$ cat src/rtl/mem_arb_pkg.sv
// Shared types and default widths for the two-port memory arbiter.
package mem_arb_pkg;

    localparam int AW_DEF = 32;
    localparam int DW_DEF = 32;

    typedef enum logic [1:0] {
        IDLE  = 2'd0,
        ISSUE = 2'd1,
        WAIT  = 2'd2
    } state_e;

    typedef enum logic {
        OWN_I = 1'b0,
        OWN_D = 1'b1
    } owner_e;

endpackage

$ cat src/rtl/arb_pick.sv
// Winner selection between fetch and data ports.
// MEM_ARB_RR_EN selects round-robin on ties; otherwise the data port always wins.
module arb_pick
    import mem_arb_pkg::*;
(
    input  logic   iReq,
    input  logic   dReq,
    input  owner_e lastOwner,
    output owner_e winner
);

    always_comb begin
        winner = lastOwner;
        if (iReq && dReq) begin
`ifdef MEM_ARB_RR_EN
            winner = (lastOwner == OWN_D) ? OWN_I : OWN_D;
`else
            winner = OWN_D;
`endif
        end else if (dReq) begin
            winner = OWN_D;
        end else if (iReq) begin
            winner = OWN_I;
        end
    end

endmodule

$ cat src/rtl/mem_arbiter.sv
// Two-port (fetch/data) arbiter onto a single-cycle-latency memory.
// MEM_ARB_RR_EN: round-robin tie-break; undefined: fixed data-port priority.
//
// state | meaning
// IDLE  | no access in flight, waiting for a request
// ISSUE | memEn and owner's gnt asserted from the latched request
// WAIT  | memRdata returned to owner with rvalid; re-arbitrate
module mem_arbiter
    import mem_arb_pkg::*;
#(
    parameter int AW = AW_DEF,
    parameter int DW = DW_DEF
) (
    input  logic            clk,
    input  logic            reset,
    input  logic            iReq,
    input  logic [AW-1:0]   iAddr,
    output logic            iGnt,
    output logic            iRvalid,
    output logic [DW-1:0]   iRdata,
    input  logic            dReq,
    input  logic            dWe,
    input  logic [DW/8-1:0] dBe,
    input  logic [AW-1:0]   dAddr,
    input  logic [DW-1:0]   dWdata,
    output logic            dGnt,
    output logic            dRvalid,
    output logic [DW-1:0]   dRdata,
    output logic            memEn,
    output logic            memWe,
    output logic [DW/8-1:0] memBe,
    output logic [AW-1:0]   memAddr,
    output logic [DW-1:0]   memWdata,
    input  logic [DW-1:0]   memRdata
);

    localparam logic [AW-1:0] OFS_MASK = AW'(DW/8 - 1);

    state_e            state_q, state_d;
    owner_e            owner_q, owner_d;
    owner_e            last_owner, winner;
    logic [AW-1:0]     addr_q, addr_d;
    logic [DW-1:0]     wdata_q, wdata_d;
    logic [DW/8-1:0]   be_q, be_d;
    logic              we_q, we_d;
    logic              any_req;

`ifdef MEM_ARB_RR_EN
    assign last_owner = owner_q;  // owner of the latest access doubles as last-owner
`else
    assign last_owner = OWN_I;
`endif

    arb_pick u_pick (
        .iReq      (iReq),
        .dReq      (dReq),
        .lastOwner (last_owner),
        .winner    (winner)
    );

    assign any_req = iReq | dReq;

    always_comb begin
        state_d = state_q;
        owner_d = owner_q;
        addr_d  = addr_q;
        wdata_d = wdata_q;
        be_d    = be_q;
        we_d    = we_q;
        case (state_q)
            ISSUE:   state_d = WAIT;
            IDLE,
            WAIT:    state_d = any_req ? ISSUE : IDLE;
            default: state_d = IDLE;
        endcase
        if ((state_q == IDLE || state_q == WAIT) && any_req) begin
            owner_d = winner;
            if (winner == OWN_D) begin
                addr_d  = dAddr;
                we_d    = dWe;
                be_d    = dWe ? dBe : '1;
                wdata_d = dWe ? dWdata : '0;
            end else begin
                addr_d  = iAddr;
                we_d    = 1'b0;
                be_d    = '1;
                wdata_d = '0;
            end
        end
    end

    always_ff @(posedge clk or negedge reset) begin
        if (!reset) begin
            state_q <= IDLE;
            owner_q <= OWN_I;
            addr_q  <= '0;
            wdata_q <= '0;
            be_q    <= '0;
            we_q    <= 1'b0;
        end else begin
            state_q <= state_d;
            owner_q <= owner_d;
            addr_q  <= addr_d;
            wdata_q <= wdata_d;
            be_q    <= be_d;
            we_q    <= we_d;
        end
    end

    assign memEn    = (state_q == ISSUE);
    assign memWe    = memEn && we_q && (|be_q);
    assign memBe    = be_q;
    assign memAddr  = addr_q & ~OFS_MASK;
    assign memWdata = wdata_q;

    assign iGnt     = memEn && (owner_q == OWN_I);
    assign dGnt     = memEn && (owner_q == OWN_D);
    assign iRvalid  = (state_q == WAIT) && (owner_q == OWN_I);
    assign dRvalid  = (state_q == WAIT) && (owner_q == OWN_D);
    assign iRdata   = iRvalid ? memRdata : '0;
    // stores complete with zero data
    assign dRdata   = (dRvalid && !we_q) ? memRdata : '0;

endmodule
$ cat config.mk
export PLATFORM = sky130hd
export DESIGN_NAME = mem_arbiter
export DESIGN_NICKNAME = d
export VERILOG_FILES = /design/src/rtl/mem_arb_pkg.sv /design/src/rtl/arb_pick.sv /design/src/rtl/mem_arbiter.sv
export SDC_FILE = /design/constraint.sdc
export NUM_CORES = 1
export LEC_CHECK = 0
export CORE_MARGIN = 2
export CORE_UTILIZATION = 35
export DETAILED_ROUTE_END_ITERATION = 10
export PLACE_DENSITY = 0.83
export SYNTH_ARGS = -nofsm -noshare
export SYNTH_HDL_FRONTEND = slang
export SYNTH_HIERARCHICAL = 1
export SYNTH_SLANG_ARGS = --single-unit
$ cat constraint.sdc
create_clock -name clk -period 1.6 [get_ports clk]
set_input_delay 0.24 -clock clk [delete_from_list [all_inputs] [get_ports clk]]
set_output_delay 0.24 -clock clk [all_outputs]
set_load 0.02 [all_outputs]
==> summary.md, run 1 <==
| Metric | Value |
|---|---|
| Initial Util | 36.2% |
| Clock Skew | 0.0138 ns |
| Synthesized flop and latch total | 70 |
| CP Data Arrival Time | 1.65 ns |
| Hpwl dp | 9890 um |
| Max H-tree Level | 3 |
| Mapped Area | 3750 um2 |
| First DRT Iteration DRCs | 154 |
| Nets | 744 |
| Setup TNS | -15.01 ns |
| RSZ-0062 raised after global routing | yes |
| Overflow after GRT | 0 |
| Final Util | 72.8% |
| Required time worst endpoint | 1.36 ns |
| Final min period | 1.89 ns |
| Crit. Startpoint | state_q[1]$_DFF_PN0_ |
| Type of origin of the critical path | flip-flop |
| Failing checks | setup timing |
| WL per Instance | 19.3 um |
| Worst setup margin | -0.294 ns |
| Yosys cell types | 21 |
| CTS Buf Count | 9 |
| Most frequent cells in the layout | 170 x clkdlybuf4s50_1, 89 x mux2_2, 71 x buf_6 |
| Reg2Reg Depth | 5 |
| Post-route clock period utilization | 118% |
| Final hold violations | 0 |
| Setup violators final | 69 |
| Initial antenna violation count | 1 |
| Share of layout cells above drive strength 1 | 44.4% |
| Fmax | 0.528 GHz |
| Gp weighted congestion | 0.718 |
| Clock Tree Buf Depth | 2 |
| IO buf count | 268 |
| Syn-to-layout area delta | 101% |
| Synthesized instance count | 309 |
| Status | finished with violations |
| Crit Path Class | flip-flop to output port |
| Crit Path Max Fanout | 16 |
| Max-slew violation count | 0 |
| Synthesized area per cell | 12.1 um2 |
| Synth warn | 6 |
| R2R Setup Slk | 0.03 ns |
| Core Region | 10400 um2 |
| Die H | 108 um |
| DR vias/cell | 4.85 |
| TritonCTS clock tree | yes |
| Die Width | 108 um |
| PD cells | 842 nW/um2 |
| Clock Sink Count | 70 |
| Largest net degree at the start of global routing | 37 |
| GRT Overall Usage | 22.1% |
| First-pass GRT wire length | 19700 um |
| Max Cap Viol | 0 |
| Cell Rows | 37 |
| # IOs | 275 |
| Hold crit path type | input port to asynchronous set/reset pin |
| Crit path capture | dRdata[22] |
| Vias in the first global route | 3743 |
| Drt pass-1 iters | 4 |
| R2R Path End | memWdata[10]$_DFFE_PN0P_ |
| Die Area | 11600 um2 |
| Drt total wl | 14400 um |
| Vias | 3627 |
| CTS clock-pin slew for the worst setup and hold paths | 0.07 ns |
| Worst r2r src | state_q[0]$_DFF_PN0_ |
| Share of the yosys chip area belonging to registers | 46.7% |
| Post-route DRC | 0 |
| Endpoint type of the worst setup path | output port |
| VDD IR-drop max | 513 uV |
| Detail Route Antenna Nets | 0 |
| CTS Root Cell | clkbuf_8 |
| Commonest non-fill, non-tap cell in the layout | clkdlybuf4s50_1 |
| Worst-Skew Late Latency | 0.34 ns |
| Pleak | 3.71 nW |
metal layers:
metal,part of all wire (%),vias to the layer above,track usage (%)
met1,37,1776,23.7
li1,-,1665,-
met5,0,-,0
met4,2.8,0,7.60
met2,52,155,40.9
met3,8.0,31,6.78
worst min-delay path by stage:
stage	endpoint	slack (ns)	from	depth (start not counted)
2_1_floorplan	addr_q[10]$_DFFE_PN0P_	-0.06	reset	0
3_5_place_dp	memWdata[22]$_DFFE_PN0P_	0.23	reset	1
6_report	memWdata[21]$_DFFE_PN0P_	0.40	reset	2
3_3_place_gp	memWdata[21]$_DFFE_PN0P_	0.22	reset	1
4_1_cts	memWdata[22]$_DFFE_PN0P_	0.40	reset	2
5_1_grt	memWdata[21]$_DFFE_PN0P_	0.44	reset	2
through the flow:
| stage | hold WS, ns | instances | total power (W) | setup WS [ns] | area [um2] |
|---|---|---|---|---|---|
| final | 0.398 | 748 | 0.00636 | -0.294 | 7550 |
| after global routing | 0.442 | 747 | 0.00666 | -0.337 | 7550 |
| after CTS | 0.403 | 739 | 0.00627 | -0.254 | 7220 |
| after detailed placement | 0.233 | 712 | 0.00473 | -0.302 | 6780 |
| after global placement | 0.223 | 712 | 0.00467 | -0.248 | 6780 |
| after floorplan | -0.0556 | 311 | 0.00334 | 0.0698 | 3760 |
synth_stat cells, drive strengths merged:
master	instances	area, um2
mux2	97	1120
dfrtp	70	1750
and2	65	407
and3	33	206
buf	14	93.8
clkbuf	12	45.0
nand3b	4	30.0
nor2b	3	18.8
inv	2	7.51
a21o	1	7.51
and3b	1	8.76
and4bb	1	12.5
conb	1	3.75
mux2i	1	10.0
nand2	1	3.75
nor3b	1	7.51
o21ba	1	10.0
or4	1	7.51
registers in the layout, indices dropped and copies added, names as in the netlist:
name      count
addr_q       30
memBe         4
memWdata     32
owner_q       1
state_q       2
we_q          1
power breakdown:
group          total [W]  leakage (nW)  switching [W]  internal, W
clock            0.00139        0.0952       0.000642     0.000750
sequential       0.00221         0.863       0.000155      0.00205
combinational    0.00276          2.75        0.00116      0.00160
cell type report:
cell class	count	area, um2
Antenna cell	1	2.50
Clock buffer	11	141
Clock inverter	4	47.5
Fill cell	729	2820
Inverter	2	7.51
Multi-Input combinational cell	213	2000
Sequential cell	70	1750
Tap cell	136	170
Timing Repair Buffer	311	3440
critical path, cell delays in order (launching register included):
cell,delay (ns)
dfrtp_1,0.43
buf_4,0.15
and4bb_4,0.29
buf_12,0.15
and2_1,0.17
buf_6,0.13
kinds of logic after synthesis:
family	after synthesis	synth area share (%)
AOI/OAI and AO/OA	2	0.467
other	1	0.0999
DFF	70	46.7
and+or+nand+nor	110	18.7
muxes	98	30.2
buffers and inverters	28	3.90
timing repair:
action / in CTS / in global routing
gates resized for setup: 415 / 77
setup endpoints to repair: 74 / 112
hold endpoints to repair: 35 / 0
setup buffers: 7 / 5
cloned: 4 / 6
hold buffers: 1 / 0
pin swaps: 4 / 19
Power figures use the tool's default switching activity.
==> run 2, diff against run 1 <==
--- a/config.mk
+++ b/config.mk
@@ -8,7 +8,7 @@
 export CORE_MARGIN = 2
 export CORE_UTILIZATION = 35
 export DETAILED_ROUTE_END_ITERATION = 10
-export PLACE_DENSITY = 0.83
+export PLACE_DENSITY = 0.82
 export SYNTH_ARGS = -nofsm -noshare
 export SYNTH_HDL_FRONTEND = slang
 export SYNTH_HIERARCHICAL = 1
==> run 2 against run 1 <==
  * Critical path depth rose by 1
  * The flow still finishes with violations (setup timing)
  * Hold slack worse by 0.011 ns
  * Power grew 5.5%
  * Sequential cell count stayed put
  * Final cell count down 0.27%
  * Largest power group unchanged
  * Largest cell class unchanged
  * Design area rose by 0.15%
  * Clock power is 27% higher
  * Clock skew shrank 0.0039 ns
  * Combinational power barely moved
  * Register-to-register slack lost 0.09 ns
  * Wire length is 3.0% higher
  * Sequential share of layout area about the same
==> summary.md, run 2 (synthesis results as in run 1) <==
| Metric | Value |
|---|---|
| Hold crit path type | input port to asynchronous set/reset pin |
| CTS Buf Count | 9 (unchanged) |
| WL per Instance | 19.9 um (+3.3%) |
| Overflow after GRT | 0 (unchanged) |
| Worst hold margin | 0.387 ns (-0.0106 ns) |
| PD cells | 888 nW/um2 (+5.3%) |
| Crit Path Class | flip-flop to output port |
| Drt pass-1 iters | 4 (unchanged) |
| Vias in the first global route | 3680 (-1.7%) |
| Detail Route Antenna Nets | 0 (unchanged) |
| Worst setup margin | -0.292 ns (+0.00168 ns) |
| Die Width | 108 um (unchanged) |
| Status | finished with violations |
| Setup violators final | 118 (+71%) |
| Setup TNS | -16.30 ns (-1.30 ns) |
| Max reg flops | 32 (unchanged) |
| Most frequent cells in the layout | 172 x clkdlybuf4s50_1, 80 x mux2_2, 78 x buf_6 |
| WP buf/inv | 4 (+1) |
| Gp weighted congestion | 0.708 (-1.4%) |
| Pleak | 3.70 nW (-0.37%) |
| Fillers | 698 (-4.3%) |
| Final min period | 1.89 ns (-0.00168 ns) |
| Die Area | 11600 um2 (unchanged) |
| CP max stage delay | 0.42 ns (about the same) |
| Worst-path cell chain | nor3b_4 > buf_6 > buf_4 > buf_6 > and2_4 > buf_6 |
| Syn-to-layout area delta | 102% |
| Cell family contributing the most delay on the critical path | buffers and inverters |
| Final hold violations | 0 (unchanged) |
| CP Data Arrival Time | 1.65 ns (about the same) |
| Fmax | 0.528 GHz (about the same) |
| Nets | 742 (-0.27%) |
| CTS clock-pin slew for the worst setup and hold paths | 0.08 ns (about the same) |
| Worst slack at placement | -0.284 ns (+0.0184 ns) |
| Post-route DRC | 0 (unchanged) |
| IO buf count | 268 (unchanged) |
| Initial Util | 36.2% (unchanged) |
| DR vias/cell | 4.86 (+0.13%) |
| Cell Rows | 37 (unchanged) |
| Critical Path Most Common Cell | buf_6 |
| Drt total wl | 14800 um (+3.0%) |
| # IOs | 275 (unchanged) |
| Max Cap Viol | 0 (unchanged) |
| Die H | 108 um (unchanged) |
| Initial antenna violation count | 0 (-1) |
| Share of layout cells above drive strength 1 | 48.2% (+3.8 points) |
| Clock Sink Count | 70 (unchanged) |
| VDD IR-drop max | 668 uV (+30%) |
| Fin cells | 746 (-0.27%) |
| Type of origin of the critical path | flip-flop |
| First-pass GRT wire length | 19100 um (-3.1%) |
| Total inserted antenna cells | 0 (-1) |
| Required time worst endpoint | 1.36 ns (about the same) |
| Largest net degree at the start of global routing | 38 (+2.7%) |
| Max H-tree Level | 3 (unchanged) |
| Core Region | 10400 um2 (unchanged) |
| Hpwl dp | 9750 um (-1.4%) |
| CP max stage cell | dfrtp_1 |
| Max-slew violation count | 0 (unchanged) |
| Failing checks | setup timing |
| CTS Root Cell | clkbuf_8 |
| GRT Overall Usage | 21.4% (-0.74 points) |
| Crit Path Max Fanout | 5 (-11) |
| RSZ-0062 raised after global routing | yes |
| Vias | 3622 (-0.14%) |
| TritonCTS clock tree | yes |
| Endpoint type of the worst setup path | output port |
| Clock Skew | 0.00989 ns (-0.00387 ns) |
| Tot Pwr | 0.00671 W (+5.5%) |
| Commonest non-fill, non-tap cell in the layout | clkdlybuf4s50_1 |
| First DRT Iteration DRCs | 93 (-40%) |
| Worst-Skew Late Latency | 0.34 ns (about the same) |
| Placed instance count | 714 (+0.28%) |
| Post-route clock period utilization | 118% (about the same) |
| Clock Tree Buf Depth | 2 (unchanged) |
run 2: changes by cell type in the layout (fill, tap and decap cells not counted), sizes merged, moves of 2 or more:
| cell | before | now |
|---|---|---|
| clkdlybuf4s15 | 2 | 0 |
| buf | 106 | 110 |
| clkbuf | 16 | 13 |
| dlymetal6s2s | 23 | 19 |
| clkdlybuf4s50 | 170 | 172 |
| bufinv | 1 | 3 |
run 2: report_power, final:
group          internal (W)  switching (W)  leakage [nW]
combinational       0.00156        0.00117          2.71
clock               0.00108       0.000686         0.120
sequential          0.00205       0.000159         0.863
total               0.00470        0.00202          3.70
run 2: routing by layer:
layer / vias up / wire length (um) / track usage [%]
li1: 1650 / - / -
met1: 1755 / 5300 / 22.8
met2: 178 / 7790 / 39.4
met3: 39 / 1250 / 7.32
met4: 0 / 508 / 6.78
met5: - / 0 / 0
run 2: final cells by class:
class	instances	area [um2]	area share [%]
multi-input cells	213	2090	27.6
clock buffers	11	141	1.87
clock inverters	5	106	1.41
repair buffers	309	3300	43.6
well taps	136	170	2.25
flip-flops and latches	70	1750	23.2
inverters	2	7.51	0.0992
run 2: worst register-to-register path: cells and delay by family, from the launching register on:
family                 cells  cell delay, ns
multiplexers               1            0.37
flip-flops                 1            0.43
buffers and inverters      3            0.47
AO/OA/AOI/OAI              1            0.27
run 2: worst paths after layout:
kind	endpoint	slack (ns)	depth (start not counted)	startpoint
max	iRdata[23]	-0.29	6	owner_q$_DFFE_PN0P_
min	memWdata[23]$_DFFE_PN0P_	0.39	2	reset
max reg2reg	memWdata[8]$_DFFE_PN0P_	-0.06	5	state_q[0]$_DFF_PN0_
min reg2reg	memWdata[31]$_DFFE_PN0P_	0.50	1	memWdata[31]$_DFFE_PN0P_
max in group asynchronous	addr_q[22]$_DFFE_PN0P_	0.64	3	reset
min in group clk	memWdata[31]$_DFFE_PN0P_	0.50	1	memWdata[31]$_DFFE_PN0P_
run 2: what timing repair did:
item                                   4_1_cts  5_1_grt
setup endpoints to repair                   76       88
hold buffers                                 1        0
endpoints found under the hold margin       33        0
pin swaps                                    7       44
gates resized for setup                    349      185
buffers inserted                             3        6
gates cloned                                 2        4
run 2: stage by stage:
stage                     cell area (um2)  utilization (%)
after CTS                            7240             69.8
after global placement               6770             65.3
after detailed placement             6770             65.3
after floorplan                      3760                -
final                                7560             72.9
after global routing                 7560             72.9
